File: config.mk
export PLATFORM = sky130hd
export DESIGN_NAME = clock_mode_ctrl_flat
export DESIGN_NICKNAME = d
export VERILOG_FILES = /design/src/rtl/clock_pkg.sv /design/src/rtl/clock_mode_ctrl_if.sv /design/src/rtl/clock_mode_ctrl_btn_edge.sv /design/src/rtl/clock_mode_ctrl.sv /design/src/flat_wrapper.sv
export SDC_FILE = /design/constraint.sdc
export NUM_CORES = 1
export LEC_CHECK = 0
export ABC_CLOCK_PERIOD_IN_PS = 1350
export BUFFER_PORTS_ARGS = -buffer_cell sky130_fd_sc_hd__buf_4
export CELL_PAD_IN_SITES_DETAIL_PLACEMENT = 0
export CELL_PAD_IN_SITES_GLOBAL_PLACEMENT = 1
export CORE_ASPECT_RATIO = 1.4
export CORE_MARGIN = 5
export CORE_UTILIZATION = 30
export CTS_CLUSTER_SIZE = 24
export DETAILED_ROUTE_END_ITERATION = 8
export PLACE_DENSITY = 0.66
export SETUP_SLACK_MARGIN = 0.4
export SYNTH_ARGS = -nofsm -noshare
export SYNTH_HDL_FRONTEND = slang
export SYNTH_SLANG_ARGS = --single-unit
File: constraint.sdc
create_clock -name clk -period 1.35 [get_ports clk]
set_input_delay 0.2025 -clock clk [delete_from_list [all_inputs] [get_ports clk]]
set_output_delay 0.2025 -clock clk [all_outputs]
set_load 0.01 [all_outputs]
File: src/rtl/clock_pkg.sv
// rtl/clock_pkg.sv - shared mode/field encodings and defaults for the digital clock
package clock_pkg;

  typedef enum logic [2:0] {
    MODE_RUN       = 3'b000,
    MODE_SET_TIME  = 3'b001,
    MODE_SET_ALARM = 3'b010
  } mode_e;

  localparam logic FIELD_HR  = 1'b0;
  localparam logic FIELD_MIN = 1'b1;

  localparam int TIMEOUT_S_DEFAULT   = 30;
  localparam int SYNC_STAGES_DEFAULT = 2;

endpackage

File: src/rtl/clock_mode_ctrl_if.sv
// rtl/clock_mode_ctrl_if.sv - button/tick inputs and mode/strobe outputs of the UI controller
interface clock_mode_ctrl_if;

  logic       tick_1hz;
  logic       btn_mode;
  logic       btn_sel;
  logic       btn_inc;
  logic [2:0] mode;
  logic       field;
  logic       time_run;
  logic       inc_time_hr;
  logic       inc_time_min;
  logic       inc_alarm_hr;
  logic       inc_alarm_min;
  logic       clr_seconds;
  logic       alarm_arm;
  logic       blink;

  // Board side: supplies tick and buttons, consumes mode and strobes
  modport master (
    output tick_1hz, btn_mode, btn_sel, btn_inc,
    input  mode, field, time_run, inc_time_hr, inc_time_min,
    input  inc_alarm_hr, inc_alarm_min, clr_seconds, alarm_arm, blink
  );

  // Controller side
  modport slave (
    input  tick_1hz, btn_mode, btn_sel, btn_inc,
    output mode, field, time_run, inc_time_hr, inc_time_min,
    output inc_alarm_hr, inc_alarm_min, clr_seconds, alarm_arm, blink
  );

endinterface

File: src/rtl/clock_mode_ctrl_btn_edge.sv
// rtl/clock_mode_ctrl_btn_edge.sv - button synchronizer with registered rising-edge press pulse
module btn_edge #(
  parameter int SYNC_STAGES = 2
) (
  input  logic clk,
  input  logic reset_n,
  input  logic btn_in,
  output logic press
);

  logic [SYNC_STAGES-1:0] sync_q, sync_d;
  logic [SYNC_STAGES-1:0] vld_q, vld_d;
  logic                   prev_q, prev_d;
  logic                   armed_q, armed_d;
  logic                   press_q, press_d;
  logic                   level;

  // The chain is only trusted once it has refilled after reset (vld); a press
  // is accepted only after a released level has been seen, so a button held
  // through reset needs a release before it can fire.
  always_comb begin
    level   = sync_q[SYNC_STAGES-1];
    sync_d  = {sync_q[SYNC_STAGES-2:0], btn_in};
    vld_d   = {vld_q[SYNC_STAGES-2:0], 1'b1};
    prev_d  = level;
    armed_d = armed_q | (vld_q[SYNC_STAGES-1] & ~level);
    press_d = level & ~prev_q & armed_q;
  end

  // Register chain, edge history and the press pulse
  always_ff @(posedge clk or negedge reset_n) begin
    if (!reset_n) begin
      sync_q  <= '0;
      vld_q   <= '0;
      prev_q  <= 1'b0;
      armed_q <= 1'b0;
      press_q <= 1'b0;
    end else begin
      sync_q  <= sync_d;
      vld_q   <= vld_d;
      prev_q  <= prev_d;
      armed_q <= armed_d;
      press_q <= press_d;
    end
  end

  assign press = press_q;

endmodule

File: src/rtl/clock_mode_ctrl.sv
// rtl/clock_mode_ctrl.sv - mode FSM, field select, increment strobes, blink and edit timeout
module clock_mode_ctrl
  import clock_pkg::*;
#(
  parameter int TIMEOUT_S   = TIMEOUT_S_DEFAULT,
  parameter int SYNC_STAGES = SYNC_STAGES_DEFAULT
) (
  input  logic               clk,
  input  logic               reset_n,
  clock_mode_ctrl_if.slave   bus
);

  localparam logic [7:0] TIMEOUT_LAST = 8'(TIMEOUT_S - 1);

  logic p_mode, p_sel, p_inc;

  btn_edge #(.SYNC_STAGES(SYNC_STAGES)) u_edge_mode (
    .clk(clk), .reset_n(reset_n), .btn_in(bus.btn_mode), .press(p_mode));
  btn_edge #(.SYNC_STAGES(SYNC_STAGES)) u_edge_sel (
    .clk(clk), .reset_n(reset_n), .btn_in(bus.btn_sel), .press(p_sel));
  btn_edge #(.SYNC_STAGES(SYNC_STAGES)) u_edge_inc (
    .clk(clk), .reset_n(reset_n), .btn_in(bus.btn_inc), .press(p_inc));

  mode_e      mode_q, mode_d;
  logic       field_q, field_d;
  logic       time_run_q, time_run_d;
  logic       arm_q, arm_d;
  logic       blink_q, blink_d;
  logic [7:0] cnt_q, cnt_d;
  logic       thr_q, thr_d, tmin_q, tmin_d;
  logic       ahr_q, ahr_d, amin_q, amin_d;
  logic       clr_q, clr_d;
  logic       edit_press;

  // Next-state: mode press beats sel beats inc; a press beats a timeout tick
  always_comb begin
    mode_d     = mode_q;
    field_d    = field_q;
    arm_d      = arm_q;
    blink_d    = blink_q;
    cnt_d      = cnt_q;
    thr_d      = 1'b0;
    tmin_d     = 1'b0;
    ahr_d      = 1'b0;
    amin_d     = 1'b0;
    clr_d      = 1'b0;
    edit_press = p_sel | p_inc;

    case (mode_q)
      MODE_RUN: begin
        cnt_d   = 8'd0;
        blink_d = 1'b0;
        if (p_mode) begin
          mode_d = MODE_SET_TIME;
        end else if (!p_sel && p_inc) begin
          arm_d = ~arm_q;
        end
      end
      MODE_SET_TIME, MODE_SET_ALARM: begin
        if (p_mode) begin
          mode_d = (mode_q == MODE_SET_TIME) ? MODE_SET_ALARM : MODE_RUN;
          clr_d  = (mode_q == MODE_SET_TIME);
        end else if (edit_press) begin
          cnt_d = 8'd0;
          if (bus.tick_1hz) blink_d = ~blink_q;
          if (p_sel) begin
            field_d = ~field_q;
          end else if (mode_q == MODE_SET_TIME) begin
            thr_d  = (field_q == FIELD_HR);
            tmin_d = (field_q == FIELD_MIN);
          end else begin
            ahr_d  = (field_q == FIELD_HR);
            amin_d = (field_q == FIELD_MIN);
          end
        end else if (bus.tick_1hz) begin
          if (cnt_q == TIMEOUT_LAST) begin
            mode_d = MODE_RUN;
            clr_d  = (mode_q == MODE_SET_TIME);
          end else begin
            cnt_d   = 8'(cnt_q + 8'd1);
            blink_d = ~blink_q;
          end
        end
      end
      default: mode_d = MODE_RUN;
    endcase

    // Every mode change restarts field, blink phase and timeout
    if (mode_d != mode_q) begin
      field_d = FIELD_HR;
      blink_d = 1'b0;
      cnt_d   = 8'd0;
    end
    time_run_d = (mode_d != MODE_SET_TIME);
  end

  // State and registered outputs
  always_ff @(posedge clk or negedge reset_n) begin
    if (!reset_n) begin
      mode_q     <= MODE_RUN;
      field_q    <= FIELD_HR;
      time_run_q <= 1'b1;
      arm_q      <= 1'b0;
      blink_q    <= 1'b0;
      cnt_q      <= 8'd0;
      thr_q      <= 1'b0;
      tmin_q     <= 1'b0;
      ahr_q      <= 1'b0;
      amin_q     <= 1'b0;
      clr_q      <= 1'b0;
    end else begin
      mode_q     <= mode_d;
      field_q    <= field_d;
      time_run_q <= time_run_d;
      arm_q      <= arm_d;
      blink_q    <= blink_d;
      cnt_q      <= cnt_d;
      thr_q      <= thr_d;
      tmin_q     <= tmin_d;
      ahr_q      <= ahr_d;
      amin_q     <= amin_d;
      clr_q      <= clr_d;
    end
  end

  assign bus.mode          = mode_q;
  assign bus.field         = field_q;
  assign bus.time_run      = time_run_q;
  assign bus.alarm_arm     = arm_q;
  assign bus.blink         = blink_q;
  assign bus.inc_time_hr   = thr_q;
  assign bus.inc_time_min  = tmin_q;
  assign bus.inc_alarm_hr  = ahr_q;
  assign bus.inc_alarm_min = amin_q;
  assign bus.clr_seconds   = clr_q;

endmodule

File: src/flat_wrapper.sv
// flat-port wrapper written by rule: the top's interface ports become plain ports
module clock_mode_ctrl_flat import clock_pkg::*;
#(
  parameter int TIMEOUT_S   = TIMEOUT_S_DEFAULT,
  parameter int SYNC_STAGES = SYNC_STAGES_DEFAULT
)
  (clk, reset_n, bus_tick_1hz, bus_btn_mode, bus_btn_sel, bus_btn_inc, bus_mode, bus_field, bus_time_run, bus_inc_time_hr, bus_inc_time_min, bus_inc_alarm_hr, bus_inc_alarm_min, bus_clr_seconds, bus_alarm_arm, bus_blink);
  clock_mode_ctrl_if bus_i ();
  input  logic clk;
  input  logic reset_n;
  input wire logic [$bits(bus_i.tick_1hz)-1:0] bus_tick_1hz;
  input wire logic [$bits(bus_i.btn_mode)-1:0] bus_btn_mode;
  input wire logic [$bits(bus_i.btn_sel)-1:0] bus_btn_sel;
  input wire logic [$bits(bus_i.btn_inc)-1:0] bus_btn_inc;
  output wire logic [$bits(bus_i.mode)-1:0] bus_mode;
  output wire logic [$bits(bus_i.field)-1:0] bus_field;
  output wire logic [$bits(bus_i.time_run)-1:0] bus_time_run;
  output wire logic [$bits(bus_i.inc_time_hr)-1:0] bus_inc_time_hr;
  output wire logic [$bits(bus_i.inc_time_min)-1:0] bus_inc_time_min;
  output wire logic [$bits(bus_i.inc_alarm_hr)-1:0] bus_inc_alarm_hr;
  output wire logic [$bits(bus_i.inc_alarm_min)-1:0] bus_inc_alarm_min;
  output wire logic [$bits(bus_i.clr_seconds)-1:0] bus_clr_seconds;
  output wire logic [$bits(bus_i.alarm_arm)-1:0] bus_alarm_arm;
  output wire logic [$bits(bus_i.blink)-1:0] bus_blink;
  assign bus_i.tick_1hz = bus_tick_1hz;
  assign bus_i.btn_mode = bus_btn_mode;
  assign bus_i.btn_sel = bus_btn_sel;
  assign bus_i.btn_inc = bus_btn_inc;
  assign bus_mode = bus_i.mode;
  assign bus_field = bus_i.field;
  assign bus_time_run = bus_i.time_run;
  assign bus_inc_time_hr = bus_i.inc_time_hr;
  assign bus_inc_time_min = bus_i.inc_time_min;
  assign bus_inc_alarm_hr = bus_i.inc_alarm_hr;
  assign bus_inc_alarm_min = bus_i.inc_alarm_min;
  assign bus_clr_seconds = bus_i.clr_seconds;
  assign bus_alarm_arm = bus_i.alarm_arm;
  assign bus_blink = bus_i.blink;
  clock_mode_ctrl #(.TIMEOUT_S(TIMEOUT_S), .SYNC_STAGES(SYNC_STAGES)) u_core (.clk(clk), .reset_n(reset_n), .bus(bus_i));
endmodule
==> results.txt <==
WP data required: 1.51 ns
Number of global-route vias before repair: 1128
Max clock buf depth: 2
IO buf count: 17
Cells after Synth: 118
Final hold viol count: 0
Root buffer cell: clkbuf_8
Final ANT Viol Nets: 0
NetSw: 567.6 µW
Area share of the largest cell type after synthesis: 61.96%
Total negative slack: -1.872 ns
Crit path DAT: 1.67 ns
HP Class: input pin to flip-flop
Non-filler instance count after layout: 233
Area Overhead vs Synth: 47.33%
Int Pwr: 2078 µW
Die ar.: 6358 µm²
Largest family of logic cells by synthesized area: simple AND/OR/NAND/NOR gates
Leak Pwr: 0.0009647 µW
Ys Warns: 0
Worst path cell trace: or4_4 > nor3_4 > buf_6 > a211oi_2
Post-synthesis xor/xnor area fraction: 4.819%
Via count: 1058
Violated checks: negative setup slack
R2r startpoint: u_core.cnt_q[5]
CTS sink cnt: 37
Fin. max-slew vios: 0
Final setup viols: 14
FF-to-FF End: u_core.cnt_q[5]
Synth Area per Inst: 12.32 µm²
Initial Util: 30.50%
Synthesized cell area: 1454 µm²
Status: finished, violations left
Crit-path leading delay family: simple AND/OR/NAND/NOR gates
WS Path Type: flip-flop to flip-flop
Max Freq: 664.4 MHz
Reg clk slew, reported paths: 0.08 ns
Clock Skew: 0.009744 ns
Synth Area in Simple Gates: 16.95%
Seq cells post-synth: 37
Final worst setup slack: -0.1550 ns
Number of library cell types mapped by synthesis: 32
Detailed Route Iter0 Violations: 64
Switch share: 21.45%
Syn_nets: 126
Final period utilization: 111.5%
Hold_ws: 0.1746 ns
CP Launch Type: flip-flop
Final HPWL DP: 1.929 mm
Layout cells sized above 1: 42.01%
I/O Pins: 18
Most used DFF post-synth: dfrtp_1
Max incr delay on CP: 0.56 ns
Worst skew pair latency: 0.29 ns
CP Depth: 4
Core ar.: 4767 µm²
Unrepaired setup endpoints after global routing: true
Clk pwr share: 43.3%
Antenna violations before repair: 0
Sequential Power Share: 45.3%
Total Nets Final: 176
Top cell type by total area after synthesis: dfrtp_1
Comb pwr share: 11.4%
Final WL: 2.945 mm
Remaining Overflow, GRT: 0
Hold depth: 2
Die W: 68.84 µm
Final GP Congestion: 0.7444
Proportion of synthesized area in mux cells: 0%
R2R setup slack: -0.16 ns
Post-synth ARST share: 100.0%
Crit. End Element: flip-flop
Worst Reg2Reg Path Length in Cells: 4
Post-layout util: 44.93%
Post-synthesis compound-gate area fraction: 9.725%
H-tree Lvls: 2
Placed cell count: 211
Sequential area share after synthesis: 63.77%
CTS buffer count: 5
ANT cells: 0
Peak fanout along the critical path: 8
CTS tree: built
Final Power: 2646 µW
P per Cell Area: 1235 nW/µm²
Via density: 4.541
Final min period: 1.505 ns
Crit-path slowest cell: or4_4
Maxcap violations: 0
First-pass GRT wire length: 4.961 mm
Synth Area in Adders: 1.721%
Die Y: 92.37 µm
Area contributors post-synth: dfrtp_1, xor2_1, nor2_1
Worst ir drop on vdd: 713.0 µV
Post-synth EDFFs: 0
Hold Path Sink: u_core.cnt_q[1]
CP startpoint: u_core.cnt_q[5]
DRC: 0
Largest net degree at the start of global routing: 38
Drt first pass iters: 4
Row count: 30
Buf/Inv on CP: 1
Per-cell routed wire length: 12.64 µm
Global Route Usage Sum: 10.52%
Hold path startpoint: bus_tick_1hz
==> power groups by stage <==
stage	logic [µW]	clock network (µW)	registers [µW]
5_1_grt	333	1240	1200
6_report	302	1150	1200
2_1_floorplan	87.4	0	1230
4_1_cts	270	1180	1200
3_3_place_gp	200	0	1220
3_5_place_dp	202	0	1220
==> area by class of cell <==
class                           instances  area (µm²)
Inverter                                4       15.01
Sequential cell                        37       929.6
Fill cell                             459        2625
Timing Repair Buffer                   46       415.4
Clock inverter                          3       68.82
Clock buffer                            5       68.82
Tap cell                               64       80.08
Multi-Input combinational cell         74       564.3
==> cell families after synthesis <==
| kind of cell | after synthesis |
|---|---|
| AOI/OAI and AO/OA | 17 |
| buffers and inverters | 7 |
| and+or+nand+nor | 45 |
| DFF | 37 |
| adders and majority gates | 2 |
| other | 2 |
| xor gates and xnor gates | 8 |
==> what timing repair did <==
item,4_1_cts,5_1_grt
hold endpoints to repair,36,3
buffers inserted,9,1
endpoints found under the setup margin,31,31
pin swaps,3,2
resized for setup,22,5
hold buffers,1,3
==> cell usage after synthesis, types with 2 or more instances <==
cell type and number:
conb_1 2, nand3b_1 3, xnor2_1 3, nor3_1 6
a21o_1 3, nand4_1 4, xor2_1 5, inv_1 4
o21ai_0 3, nand2_1 7, or3_1 3, dfrtp_1 36
nand3_1 4, buf_2 2, nor2_1 11, nor2b_1 2
a211oi_1 4, ha_1 2
==> placed cells by master, fill, tap and decap left out, types with 3 or more instances in the layout <==
master          n
xnor2_1         3
nor3_2          4
or3_1           3
xor2_1          5
buf_6          16
inv_1           4
clkbuf_8        5
nor2_1          9
nand4_1         4
dlygate4sd3_1   4
buf_4          26
a21o_1          3
o21ai_0         3
a211oi_2        3
dfrtp_1        34
nand2_1         7
nand3b_1        3
==> worst max path at each step <==
| stage | endpoint | slack (ns) |
|---|---|---|
| 2_1_floorplan | u_core.bus.mode[1] | -0.12 |
| 3_3_place_gp | u_core.cnt_q[2] | -0.09 |
| 3_5_place_dp | u_core.cnt_q[6] | -0.13 |
| 4_1_cts | u_core.bus.clr_seconds | -0.14 |
| 5_1_grt | u_core.bus.clr_seconds | -0.20 |
| 6_report | u_core.cnt_q[5] | -0.16 |
==> metal layers <==
metal | GRT usage (%) | vias to the layer above | wire length (µm) | part of all wire (%)
met5 | 0 | - | 0 | 0
li1 | - | 511 | - | -
met1 | 10.95 | 517 | 1147 | 39
met3 | 3.641 | 6 | 136 | 4.6
met4 | 4.878 | 0 | 60 | 2.0
met2 | 18.25 | 24 | 1600 | 54
==> metrics by stage <==
| stage | worst slack [ns] | cell area, µm² |
|---|---|---|
| 2_1_floorplan | -0.1197 | 1478 |
| 3_3_place_gp | -0.09014 | 1770 |
| 3_5_place_dp | -0.1253 | 1770 |
| 4_1_cts | -0.1425 | 2078 |
| 5_1_grt | -0.2025 | 2142 |
| 6_report | -0.1550 | 2142 |
==> worst reg2reg max path: cells and delay by family, from the launching register on <==
| kind | cells | cell delay, ns |
|---|---|---|
| compound gates | 1 | 0.05 |
| simple gates | 2 | 0.76 |
| flops | 1 | 0.38 |
| buf+inv | 1 | 0.19 |
==> state kept, by name, indices dropped and copies added (netlist names), 2 cells and up <==
register / count
u_core.cnt_q: 8
u_core.bus.mode: 3
u_core.u_edge_inc.sync_q: 2
u_core.u_edge_mode.sync_q: 2
u_core.u_edge_sel.sync_q: 2
No activity file was read; power rests on OpenSTA's default activity.
